$ cat config.mk
export PLATFORM = sky130hd
export DESIGN_NAME = rtc_time_counter
export DESIGN_NICKNAME = d
export VERILOG_FILES = /design/src/rtl/rtc_time_counter.sv
export SDC_FILE = /design/constraint.sdc
export NUM_CORES = 1
export LEC_CHECK = 0
export ABC_AREA = 0
export CORE_AREA = 2 2 82 64
export CTS_CLUSTER_DIAMETER = 60
export DETAILED_ROUTE_END_ITERATION = 7
export DIE_AREA = 0 0 84 66
export PLACE_DENSITY = 0.87
export SLEW_MARGIN = 10
export SYNTH_ARGS = -nofsm -noshare
export SYNTH_HDL_FRONTEND = slang
export SYNTH_SLANG_ARGS = --single-unit
$ cat constraint.sdc
create_clock -name clk -period 4.9 [get_ports clk]
set_input_delay 0.49 -clock clk [delete_from_list [all_inputs] [get_ports clk]]
set_output_delay 0.49 -clock clk [all_outputs]
set_load 0.05 [all_outputs]
$ cat src/rtl/rtc_time_counter.sv
// Time-of-day counter: divides clk into a one-second advance and keeps a 24-hour hh:mm:ss count.
// Also accepts a validated time-load strobe with ack/err pulses.
module rtc_time_counter #(
  parameter int CLK_HZ = 50_000_000
) (
  input  logic       clk,
  input  logic       rst,
  input  logic       run,
  input  logic       time_set,
  input  logic [4:0] set_hour,
  input  logic [5:0] set_min,
  input  logic [5:0] set_sec,
  output logic [4:0] hour_rtc,
  output logic [5:0] min_rtc,
  output logic [5:0] sec_rtc,
  output logic       sec_tick,
  output logic       set_ack,
  output logic       set_err
);

  localparam int PW = $clog2(CLK_HZ);
  localparam logic [PW-1:0] PRESC_LAST = PW'(CLK_HZ - 1);

  typedef struct packed {
    logic [4:0] hour;
    logic [5:0] min;
    logic [5:0] sec;
  } hms_t;

  function automatic logic load_valid(input logic [4:0] h, input logic [5:0] m,
                                      input logic [5:0] s);
    return (h <= 5'd23) && (m <= 6'd59) && (s <= 6'd59);
  endfunction

  // Cascaded seconds -> minutes -> hours increment with 23:59:59 wrapping to midnight.
  function automatic hms_t hms_incr(input hms_t t);
    hms_t n;
    n = t;
    if (t.sec != 6'd59) begin
      n.sec = t.sec + 6'd1;
    end else begin
      n.sec = '0;
      if (t.min != 6'd59) begin
        n.min = t.min + 6'd1;
      end else begin
        n.min  = '0;
        n.hour = (t.hour == 5'd23) ? 5'd0 : t.hour + 5'd1;
      end
    end
    return n;
  endfunction

  logic [PW-1:0] presc;
  logic          load_ok;
  logic          advance;
  hms_t          cur_time;
  hms_t          next_time;

  assign load_ok   = time_set && load_valid(set_hour, set_min, set_sec);
  assign advance   = run && (presc == PRESC_LAST);
  assign cur_time  = {hour_rtc, min_rtc, sec_rtc};
  assign next_time = hms_incr(cur_time);

  // A valid load wins over a same-edge advance; a rejected load lets the advance through.
  always_ff @(posedge clk or negedge rst) begin
    if (!rst) begin
      presc    <= '0;
      hour_rtc <= '0;
      min_rtc  <= '0;
      sec_rtc  <= '0;
      sec_tick <= 1'b0;
      set_ack  <= 1'b0;
      set_err  <= 1'b0;
    end else begin
      sec_tick <= 1'b0;
      set_ack  <= 1'b0;
      set_err  <= time_set && !load_ok;
      if (load_ok) begin
        presc    <= '0;
        hour_rtc <= set_hour;
        min_rtc  <= set_min;
        sec_rtc  <= set_sec;
        set_ack  <= 1'b1;
      end else if (advance) begin
        presc    <= '0;
        hour_rtc <= next_time.hour;
        min_rtc  <= next_time.min;
        sec_rtc  <= next_time.sec;
        sec_tick <= 1'b1;
      end else if (run) begin
        presc <= presc + PW'(1);
      end
    end
  end

endmodule
==> key figures, run 1 <==
STA
  • Number of max-slew violations in the final report: 0
  • Tightest Pin Transition: 1.01 ns
  • Final setup margin: between 2 and 2.5 ns
  • Final Hold Violating Endpoints: 0
  • Post-layout minimum cycle time: between 2 and 3 ns
  • Final setup viols: 0
  • Clock Skew: 0.0112 ns
  • Max Fclk: approximately 0.37 GHz
  • Slew HR: between 30% and 40%
  • Fin crit share: a little under three fifths
  • RSZ-0062 raised after global routing: false
  • Total negative slack: 0 ns

Setup path
  • Crit. End Element: register
  • CP Max Fanout: 27
  • Worst Path Required: roughly 5 ns
  • Reg2Reg Depth: 6
  • CP arrival: approximately 3.0 ns
  • Crit path to: hour_rtc[0]
  • R2r endpoint: hour_rtc[0]
  • CP Class: in -> reg
  • Startpoint Class: primary input
  • R2R Path Start: presc[0]
  • CP startpoint: run
  • FF-to-FF setup slack: between 2 and 2.5 ns

Logic synthesis
  • Synthesized Nets: just over 300
  • Ys flop type: dfrtp_1
  • Ys async rst share: 100%
  • Cells after synthesis: 286
  • EDFF count, synth: 0
  • Yosys top cell by area: dfrtp_1
  • Area contributors post-synth: dfrtp_1 (45%), nor2_1 (6.3%), xnor2_1 (5.8%), a31oi_1 (3.9%), nand3_1 (3.5%)
  • Synth cell types: 39
  • Post-synthesis sequential area ratio: about 45%
  • Ys Warns: 0
  • Yosys reg bits: 46
  • Syn Std Cell Area: ~0.0025 mm²
  • Avg Synthesized Cell Area: 8.90 µm²
  • Share of the synthesized area in the top cell type: a little under half

Routing
  • Met2 WL post-DR: around 2800 µm
  • Residual DRC count: 0
  • Router iterations before antenna repair: 5
  • Avg WL per Cell: 15.8 µm
  • DR top layer: met4
  • Overall routed net length: between 6000 and 7000 µm
  • DR vias: 2306
  • Number of DRC markers in iteration 0: 233
  • Met3 routed WL: roughly 370 µm
  • Vias per Instance: about 6
  • M1 wire length: 2830 µm
  • Antenna viol nets, final: 0

Clock tree
  • Longest Clk Path Bufs: 2
  • CTS root buf: clkbuf_8
  • # hold bufs at CTS: 0
  • CTS tree: built
  • Clk slew on worst S/H paths: ~0.090 ns
  • Postcts setup bufs: 0
  • CTS resizes: 0
  • Num Clock Sinks: 46
  • Worst-Skew Late Latency: around 0.30 ns
  • CTS buffer count: 5
  • CTS H-tree depth: 2

Global routing
  • Largest net degree at the start of global routing: 47
  • Vias in the first global route: between 2000 and 2500
  • Global route overflow: 0
  • GR Util All Layers: around a quarter
  • First-pass GRT wire length: 10300 µm
  • Initial antenna violation count: 0

Finish
  • Commonest non-fill, non-tap cell in the layout: dfrtp_1
  • Area delta synth->final: 22.3%
  • Fillcell total: 373
  • Final Cell Area: a little over 0.003 mm²
  • Most frequent cells in the layout: dfrtp_1 (46), nor2_1 (43), clkdlybuf4s50_1 (39), nand2_1 (18), nand3_1 (18)
  • Final #Nets: roughly 350
  • Non-filler cells, final: around 380
  • Layout cell share with drive strength beyond 1: 4.33%
  • Diode count: 0

Floorplanning
  • Die H: between 60 and 70 µm
  • Core area: 0.00476 mm²
  • IO Pins: 41
  • Starting density of the core: a little over half
  • Die area: between 0.005 and 0.006 mm²
  • FP Rows: 22
  • Chip Width: around 84 µm

Placed design
  • Dpl ws: 1.88 ns
  • I/O Buffers: 40
  • Post-DP Area: roughly 0.0030 mm²
  • Detail Placement HPWL: around 4200 µm
  • Placed cells: between 300 and 400
  • GP Congestion: 0.838

Job
  • MaxCap Viol Count: 0

Min path
  • Worst min path class: in -> async

Power and ir drop
  • VDD IR max: ~0.26 mV
  • Tot Pwr: a little over 1 mW
  • Leak: around 1.2 nW
  • Pwr/cell area: around 330 mW/mm²

Status
  • Status: finished, final reports clean
metal layers:
layer	vias to the layer above	track usage, %
li1	1099	-
met1	1117	33.4
met2	83	37.5
met3	7	3.50
met4	0	6.05
met5	-	0
state kept, by name, indices dropped and copies added, names as in the netlist:
name	flops
hour_rtc	5
min_rtc	6
presc	26
sec_rtc	6
sec_tick	1
set_ack	1
set_err	1
metrics by stage:
| stage | hold WS (ns) | utilization [%] |
|---|---|---|
| floorplan | 0.194 | - |
| global placement | 0.521 | 62.4 |
| CTS | 0.394 | 65.4 |
| finish | 0.358 | 65.4 |
| global route | 0.450 | 65.4 |
| detailed placement | 0.544 | 62.4 |
cell families (layout without fill, tap and decap cells):
kind of cell	Yosys count	in the layout	share of synthesized area (%)
flops	46	46	45.2
xor+xnor	22	22	7.57
fa+ha+maj	4	4	1.97
buf+inv	22	59	3.88
simple gates	147	147	30.9
compound gates	45	45	10.5
power by group:
| group | switching, mW | total (mW) | internal (mW) | leakage, nW |
|---|---|---|---|---|
| clock | 0.131 | 0.349 | 0.218 | 0.0714 |
| sequential | 0.0307 | 0.434 | 0.404 | 0.590 |
| combinational | 0.151 | 0.237 | 0.0856 | 0.581 |
| total | 0.313 | 1.02 | 0.707 | 1.24 |
how the worst min path moves through the flow:
stage | startpoint | to | slack, ns | cells after the start
2_1_floorplan | rst | hour_rtc[0] | 0.19 | 0
3_3_place_gp | presc[6] | presc[6] | 0.52 | 2
3_5_place_dp | presc[6] | presc[6] | 0.54 | 2
4_1_cts | rst | presc[11] | 0.39 | 1
5_1_grt | rst | sec_rtc[1] | 0.45 | 1
6_report | rst | sec_rtc[1] | 0.36 | 1
worst max-delay path, cell delays in order:
cell,delay (ns)
clkdlybuf4s50_1,0.66
and3_1,0.35
nand4_4,0.14
or2_1,0.52
or4b_1,0.60
a31oi_1,0.19
cells in the mapped netlist (7+ instances only):
cell	n
or3_1	7
clkbuf_1	10
xnor2_1	17
a31oi_1	16
and3_1	7
dfrtp_1	46
a21oi_1	7
inv_1	8
nor4_1	9
nand2_1	18
nor2_1	43
o21ai_0	15
nand4_1	8
nor3_1	9
nand3_1	18
area by class of cell:
| class | count | area, µm² | share of cell area, % |
|---|---|---|---|
| clock buffers | 6 | 82.6 | 2.65 |
| clock inverters | 2 | 60.1 | 1.93 |
| inverters | 8 | 30.0 | 0.965 |
| multi-input cells | 218 | 1300 | 41.6 |
| flip-flops and latches | 46 | 1150 | 37.0 |
| well taps | 60 | 75.1 | 2.41 |
| repair buffers | 43 | 418 | 13.4 |
No activity file was read; power rests on OpenSTA's default activity.
==> inputs of run 2 (changes only) <==
- CORE_AREA: 2 2 82 64 -> 2 2 88 69
- DIE_AREA: 0 0 84 66 -> 0 0 90 71
- PLACE_DENSITY: 0.87 -> 0.8
- clock period: 4.9 -> 2.3 ns (I/O delays scaled with it)
==> key figures, run 2 (synthesis results as in run 1) <==
Power and ir drop
  • Leak: roughly 1.3 nW
  • VDD IR max: roughly 0.44 mV
  • Pwr/cell area: approximately 610 mW/mm²
  • Net switching power: 644 µW
  • Reg power frac: between 40 and 50%
  • P_int: roughly 1.3 mW
  • Clock power share: 25.3%
  • Combinational share of power: a little over a quarter
  • Sw Share: between 30 and 40%

Floorplanning
  • IO Pins: about 40
  • FP Rows: 24
  • Die H: a little over 70 µm
  • Die area: between 0.006 and 0.007 mm²
  • Core area: approximately 0.0056 mm²
  • Starting density of the core: about 46%
  • Chip Width: 90 µm

Global routing
  • Global route overflow: 0
  • Vias in the first global route: roughly 2200
  • Largest net degree at the start of global routing: 22
  • Initial antenna violation count: 0
  • First-pass GRT wire length: between 10000 and 15000 µm
  • GR Util All Layers: between 20% and 30%

Finish
  • Area delta synth->final: 24.7%
  • Fillcell total: slightly below 500
  • Top reg by flops: presc
  • Regs by FF count: presc: 26 flops, min_rtc: 6 flops, sec_rtc: 6 flops
  • Layout cell share with drive strength beyond 1: 6.93%
  • Final #Nets: around 360
  • Largest register FFs: 26
  • Diode count: 0
  • Commonest non-fill, non-tap cell in the layout: dfrtp_1
  • Final Cell Area: between 0.003 and 0.004 mm²
  • Finished Core Util: between 50% and 60%
  • Most frequent cells in the layout: dfrtp_1 (46), nor2_1 (43), clkdlybuf4s50_1 (39), nand2_1 (18), nand3_1 (18)

Routing
  • Residual DRC count: 0
  • Avg WL per Cell: roughly 15 µm
  • Antenna viol nets, final: 0
  • Overall routed net length: ~6200 µm
  • Router iterations before antenna repair: 4
  • Vias per Instance: approximately 5.6
  • DR vias: roughly 2300
  • Number of DRC markers in iteration 0: 127

Status
  • Status: finished, final reports clean

Placed design
  • GP Congestion: 0.806
  • Dpl ws: -0.0125 ns
  • Detail Placement HPWL: 4480 µm
  • Post-DP Area: between 0.003 and 0.004 mm²
  • I/O Buffers: 40

Setup path
  • Worst Path Required: around 2.5 ns
  • Reg2Reg Depth: 5
  • Crit. End Element: register
  • Startpoint Class: register
  • CP arrival: between 2 and 2.5 ns
  • CP Max Fanout: 8
  • FF-to-FF setup slack: about 0.18 ns
  • CP Class: reg -> reg
  • R2r endpoint: hour_rtc[0]
  • R2R Path Start: sec_rtc[0]

Clock tree
  • CTS root buf: clkbuf_8
  • CTS buffer count: 5
  • Worst-Skew Late Latency: roughly 0.3 ns
  • Postcts setup bufs: 0
  • Longest Clk Path Bufs: 2
  • CTS H-tree depth: 2
  • CTS tree: built
  • Clk slew on worst S/H paths: about 0.08 ns
  • Num Clock Sinks: 46

STA
  • Final setup margin: ~0.18 ns
  • Max Fclk: approximately 0.47 GHz
  • Clock Skew: about 0.0076 ns
  • Final Hold Violating Endpoints: 0
  • Fin crit share: 92.3%
  • Final setup viols: 0
  • Min Hold Slack: 0.339 ns
  • Post-layout minimum cycle time: between 2 and 2.5 ns
  • Tightest Pin Transition: 0.526 ns
  • Number of max-slew violations in the final report: 0
  • Slew HR: between 60% and 70%
  • RSZ-0062 raised after global routing: false

Min path
  • Worst min path class: in -> async

Job
  • MaxCap Viol Count: 0
==> run 2: cell types whose count changed in the layout (fill, tap and decap cells not counted), sizes merged <==
cell / change
buf: +10
bufinv: -2
dlygate4sd3: +1
==> run 2: critical path: stages (launching register included) <==
cell	delay, ns
dfrtp_1	0.45
ha_1	0.21
nor2b_1	0.32
nand4_1	0.34
or4b_1	0.56
a31oi_1	0.17
==> run 2: through the flow <==
step | total power, mW | std cells | TNS, ns
after CTS | 1.94 | 410 | 0
after global placement | 1.44 | 403 | 0
after global routing | 2.02 | 410 | 0
final | 1.93 | 410 | 0
after floorplan | 1.24 | 286 | 0
after detailed placement | 1.45 | 403 | -0.0213
==> run 2: per-layer routing <==
layer / global-route usage (%) / routed length, µm
met3: 4.26 / 361
met5: 0 / 0
met2: 29.2 / 2770
met4: 7.18 / 66
met1: 30.0 / 3020
==> run 2: worst max-delay path by stage <==
stage | startpoint | endpoint | slack (ns)
after floorplan | sec_rtc[0] | hour_rtc[0] | 0.20
after global placement | run | sec_rtc[4] | 0.05
after detailed placement | run | sec_rtc[4] | -0.01
after CTS | presc[0] | sec_rtc[4] | 0.09
after global routing | sec_rtc[0] | hour_rtc[0] | 0.008
final | sec_rtc[0] | hour_rtc[0] | 0.18
==> run 2: repair_timing <==
action	4_1_cts	5_1_grt
endpoints found under the hold margin	11	0
endpoints found under the setup margin	0	7
resized for setup	0	1
hold buffers	1	0
==> run 2: power by group through the flow <==
stage               combinational (mW)  clock (mW)  sequential [mW]
floorplan                        0.157           0             1.09
global placement                 0.507           0            0.936
detailed placement               0.514           0            0.937
CTS                              0.518       0.501            0.922
global route                     0.556       0.533            0.934
finish                           0.516       0.489            0.924
==> run 2: final cells by class <==
class,count,area (µm²),share of cell area [%]
clock buffers,6,82.6,2.60
inverters,8,30.0,0.946
multi-input cells,218,1300,40.9
flip-flops and latches,46,1150,36.2
well taps,78,97.6,3.07
repair buffers,54,515,16.2
==> variant 1, RTL diff (config.mk and constraints of run 2) <==
Remove the register `set_err`: a continuous assignment takes its place, so the output `set_err` follows one clock earlier.
--- a/src/rtl/rtc_time_counter.sv
+++ b/src/rtl/rtc_time_counter.sv
@@ -71,9 +71,7 @@
       sec_tick <= 1'b0;
       set_ack  <= 1'b0;
-      set_err  <= 1'b0;
     end else begin
       sec_tick <= 1'b0;
       set_ack  <= 1'b0;
-      set_err  <= time_set && !load_ok;
       if (load_ok) begin
         presc    <= '0;
@@ -94,3 +92,5 @@
   end
 
+  assign set_err = time_set && !load_ok;
+
 endmodule
Function: changed (a bounded check fails within 4 cycles, from zero or initial values and one cycle with rst low).
==> variant 1 against run 2 <==
Total power up 6.3%. Non-clock buffer count up 2. Setup slack improved by 0.0012 ns. Cell area increased by 0.67%. Sequential cell count is 1 lower. Utilization rose by 0.38 points. Sequential power fell by 2.2%. Die area unchanged. Clock skew rose by 0.00064 ns. Synthesized cell count shrank 0.35%. Routed wire length fell by 0.27%. Synthesized area is 0.98% lower. Critical endpoint is now sec_rtc[0].
==> variant 1: results (changes against run 2) <==
worst skew pair latency 0.30 ns (about the same); Worst R2R Setup Slack ~0.18 ns; largest net degree at the start of global routing 31 (+41%); Hold WC Path Type in -> async; net load switching power 0.6599 mW (+2.5%); GP Congestion 0.8955 (+11%); Global Route Usage Sum 20.55% (+0.38 points); nets@finish 359 (+0.28%); top post-synthesis cells by count dfrtp_1, nor2_1, nand2_1, nand3_1, xnor2_1; clk slew on worst S/H paths ~0.09 ns; Worst Setup SP presc[0]; sequential area share after synthesis 44.67% (-0.54 points); Clock Skews 0.008217 ns (+0.0006363 ns); Synth Area per Inst 8.846 um^2 (-0.64%); Placement Setup Slack -0.02287 ns (-0.01040 ns); dpl cells 404 (+0.25%); Peak VDD IR 0.0003584 V (-18%); outcome completed; worst slew pin tran 0.5345 ns (+0.008490 ns); Via-to-Cell Ratio 5.598 (+0.76%); syn nets 310 (-0.32%); vias in the first global route 2,195 (+2.0%); Reg-to-Reg End sec_rtc[0]; DR iter-0 viols 100 (-21%); first-pass GRT wire length 10,630 um (+1.6%); synth top area cells dfrtp_1, nor2_1, xnor2_1; Setup crit end sec_rtc[0]; HPWL after DPL 4450 um (-0.76%); final wirelength 6200 um (-0.27%); Filler Cell Count 496 (+1.0%); first drt pass iteration count 5 (+1); Yosys cell types 39 (unchanged); vias 2,312 (+1.5%); layout cells sized above 1 8.060% (+1.1 points); Critical Path Fanout Max 15 (+7); Leak 1.285 nW (+1.1%); Fmax 471.3 MHz (about the same); initial antenna violation count 0 (unchanged); Worst R2R Path Depth 7 (+2)
variant 1: layout make-up:
class                   count  area, um^2  share of cell area, %
clock buffers               7       86.33                  2.701
flip-flops and latches     45        1126                  35.23
multi-input cells         218        1299                  40.63
well taps                  78       97.59                  3.053
repair buffers             56       528.0                  16.52
inverters                   8       30.03                 0.9393
clock inverters             1       30.03                 0.9393
variant 1: stage by stage:
| stage | power (mW) | area [um^2] |
|---|---|---|
| global placement | 1.428 | 3068 |
| detailed placement | 1.437 | 3068 |
| finish | 2.050 | 3197 |
| global route | 2.140 | 3197 |
| floorplan | 1.224 | 2521 |
| CTS | 2.057 | 3194 |
variant 1: power by group through the flow:
| stage | clock network [mW] | registers [mW] | logic, mW |
|---|---|---|---|
| floorplan | 0 | 1.06 | 0.160 |
| global placement | 0 | 0.916 | 0.512 |
| finish | 0.627 | 0.904 | 0.519 |
| detailed placement | 0 | 0.918 | 0.518 |
| CTS | 0.632 | 0.903 | 0.522 |
| global route | 0.668 | 0.914 | 0.557 |
variant 1: per-layer routing:
| metal | global-route usage, % | wire length, um | vias up |
|---|---|---|---|
| li1 | - | - | 1123 |
| met1 | 30.40 | 3089 | 1139 |
| met5 | 0 | 0 | - |
| met3 | 4.153 | 238 | 6 |
| met4 | 5.470 | 65 | 0 |
| met2 | 31.08 | 2806 | 44 |
variant 1: timing repair:
action,4_1_cts,5_1_grt
hold buffers,1,0
endpoints found under the hold margin,15,0
setup endpoints to repair,0,4
gates resized for setup,0,1
buffers inserted,0,0
variant 1: critical path, stage by stage (launching register included):
cell and delay (ns):
dfrtp_1 0.42, ha_1 0.20, and3_1 0.24, nand4_4 0.11
or2_4 0.30, buf_4 0.20, or3_1 0.35, a31oi_1 0.19
variant 1: cell families after synthesis:
logic type / after synthesis / share of synthesized area (%)
xor gates and xnor gates: 22 / 7.642
adders and majority gates: 4 / 1.985
DFF: 45 / 44.67
and+or+nand+nor: 147 / 31.22
buffers and inverters: 22 / 3.920
AOI/OAI and AO/OA: 45 / 10.57
variant 1: how the worst min path moves through the flow:
stage	end	from	slack, ns
2_1_floorplan	hour_rtc[0]	rst	-0.07
6_report	min_rtc[1]	rst	0.38
5_1_grt	sec_tick	rst	0.41
3_3_place_gp	sec_tick	rst	0.16
3_5_place_dp	sec_tick	rst	0.17
4_1_cts	min_rtc[1]	rst	0.39
==> variant 2, RTL diff (settings of run 2) <==
Made on the original files. Change the parameter `CLK_HZ` from 50_000_000 to 100_000_000.
--- a/src/rtl/rtc_time_counter.sv
+++ b/src/rtl/rtc_time_counter.sv
@@ -2,5 +2,5 @@
 // Also accepts a validated time-load strobe with ack/err pulses.
 module rtc_time_counter #(
-  parameter int CLK_HZ = 50_000_000
+  parameter int CLK_HZ = 100_000_000
 ) (
   input  logic       clk,
Function: same outputs for any inputs over 10 cycles, from zero or initial values and one cycle with rst low; that may be too few to reach the edited logic, so the function may still have changed.
==> variant 2 against run 2 <==
Setup slack got worse by 0.096 ns. Cell area increased by 6.7%. Sequential cell count increased by 1. Synthesized area grew 4.1%. Via count increased by 10%. Sequential share of layout area fell by 1.5 points. Routed wire length is 16% higher. Total power is 9.6% higher.
==> variant 2: results (changes against run 2) <==
outcome completed; sequential area share after synthesis 44.38% (-0.83 points); Post-synth top flop dfrtp_1; clock root buffer master clkbuf_8; M1 GR Usage 33.77% (+3.8 points); layout cells sized above 1 10.92% (+4.0 points); Placement Setup Slack -0.1132 ns (-0.1007 ns); Post-CTS Setup Inserts 0 (unchanged); Yosys cell types 45 (+15%); final hold slack 0.4190 ns (+0.07970 ns); synth top area cells dfrtp_1, nor2_1, xnor2_1; Setup crit end hour_rtc[3]; minimum clock period 2.219 ns (+0.09628 ns); Via-to-Cell Ratio 5.782 (+4.1%); sequential share of power 44.8% (-3.1 points); Filler Cell Count 495 (+0.81%); DR iter-0 viols 231 (+82%); WL met3 579 um (+60%); Global Route Usage Sum 22.95% (+2.8 points); Leak 1.330 nW (+4.6%); Net Sw Frac 32.43% (-0.94 points); vias in the first global route 2,390 (+11%); Clock Skews 0.009715 ns (+0.002134 ns); top post-synthesis cells by count dfrtp_1, nor2_1, nand2_1, xnor2_1; syn nets 323 (+3.9%); met2 Track Usage GR 35.00% (+5.8 points); Critical Path Fanout Max 5 (-3); CP max stage cell or4_4; asr flop ratio synth 100.0% (unchanged); HPWL after DPL 5436 um (+21%); largest net degree at the start of global routing 29 (+32%); final wirelength 7181 um (+16%); relative slew slack 65.31% (+0.49 points); Pwr Density 623.5 nW/um^2 (+2.6%); Worst R2R Path Depth 7 (+2); nets@finish 381 (+6.4%); first-pass GRT wire length 11,870 um (+13%); first drt pass iteration count 5 (+1); CP max stage delay 0.53 ns (-0.03 ns); Metal-1 WL 3274 um (+8.3%); initial antenna violation count 0 (unchanged); max reg flops 27 (+3.8%); met2 routed WL 3248 um (+17%); GP Congestion 0.8541 (+5.9%); Power Combinational 0.535 mW (+4%)
[variant 2: cell count changes after synthesis, moves of 3 or more]
cell      before  now
or4_1          3    0
and4_1         5    2
a31oi_1       16   12
nor2b_1        4    1
nand3b_1       1    4
or3_1          7    2
nand2_1       18   26
nand4_1        8   13
[variant 2: worst min path at each step]
stage / startpoint / to / depth (start not counted)
after floorplan: rst / hour_rtc[0] / 0
after global placement: rst / min_rtc[0] / 1
after detailed placement: rst / min_rtc[0] / 1
after CTS: rst / min_rtc[0] / 2
after global routing: rst / min_rtc[5] / 2
final: rst / min_rtc[5] / 2
[variant 2: through the flow]
step                std cells  utilization (%)  area, um^2  setup TNS, ns
CTS                       435            60.48        3378              0
finish                    435            60.69        3390              0
detailed placement        426            58.20        3251        -0.4837
floorplan                 298                -        2650              0
global placement          426            58.20        3251       -0.08960
global route              435            60.69        3390              0
[variant 2: timing repair]
item                                    4_1_cts  5_1_grt
gates resized for setup                       0        3
hold endpoints to repair                     19        0
endpoints found under the setup margin        0       11
hold buffers                                  1        0
[variant 2: area by class of cell]
type,count,share of cell area [%]
clock inverters,2,1.034
multi-input cells,230,41.01
clock buffers,6,2.436
well taps,78,2.879
repair buffers,64,17.05
inverters,8,0.8859
flip-flops and latches,47,34.70
[variant 2: cells by family (layout without fill, tap and decap cells)]
logic type / after synthesis / after routing / share of synthesized area (%)
and+or+nand+nor: 153 / 153 / 30.69
AOI/OAI and AO/OA: 48 / 48 / 11.14
DFF: 47 / 47 / 44.38
xor gates and xnor gates: 24 / 24 / 7.932
buffers and inverters: 21 / 80 / 3.588
adders and majority gates: 4 / 4 / 1.889
muxes: 1 / 1 / 0.3777
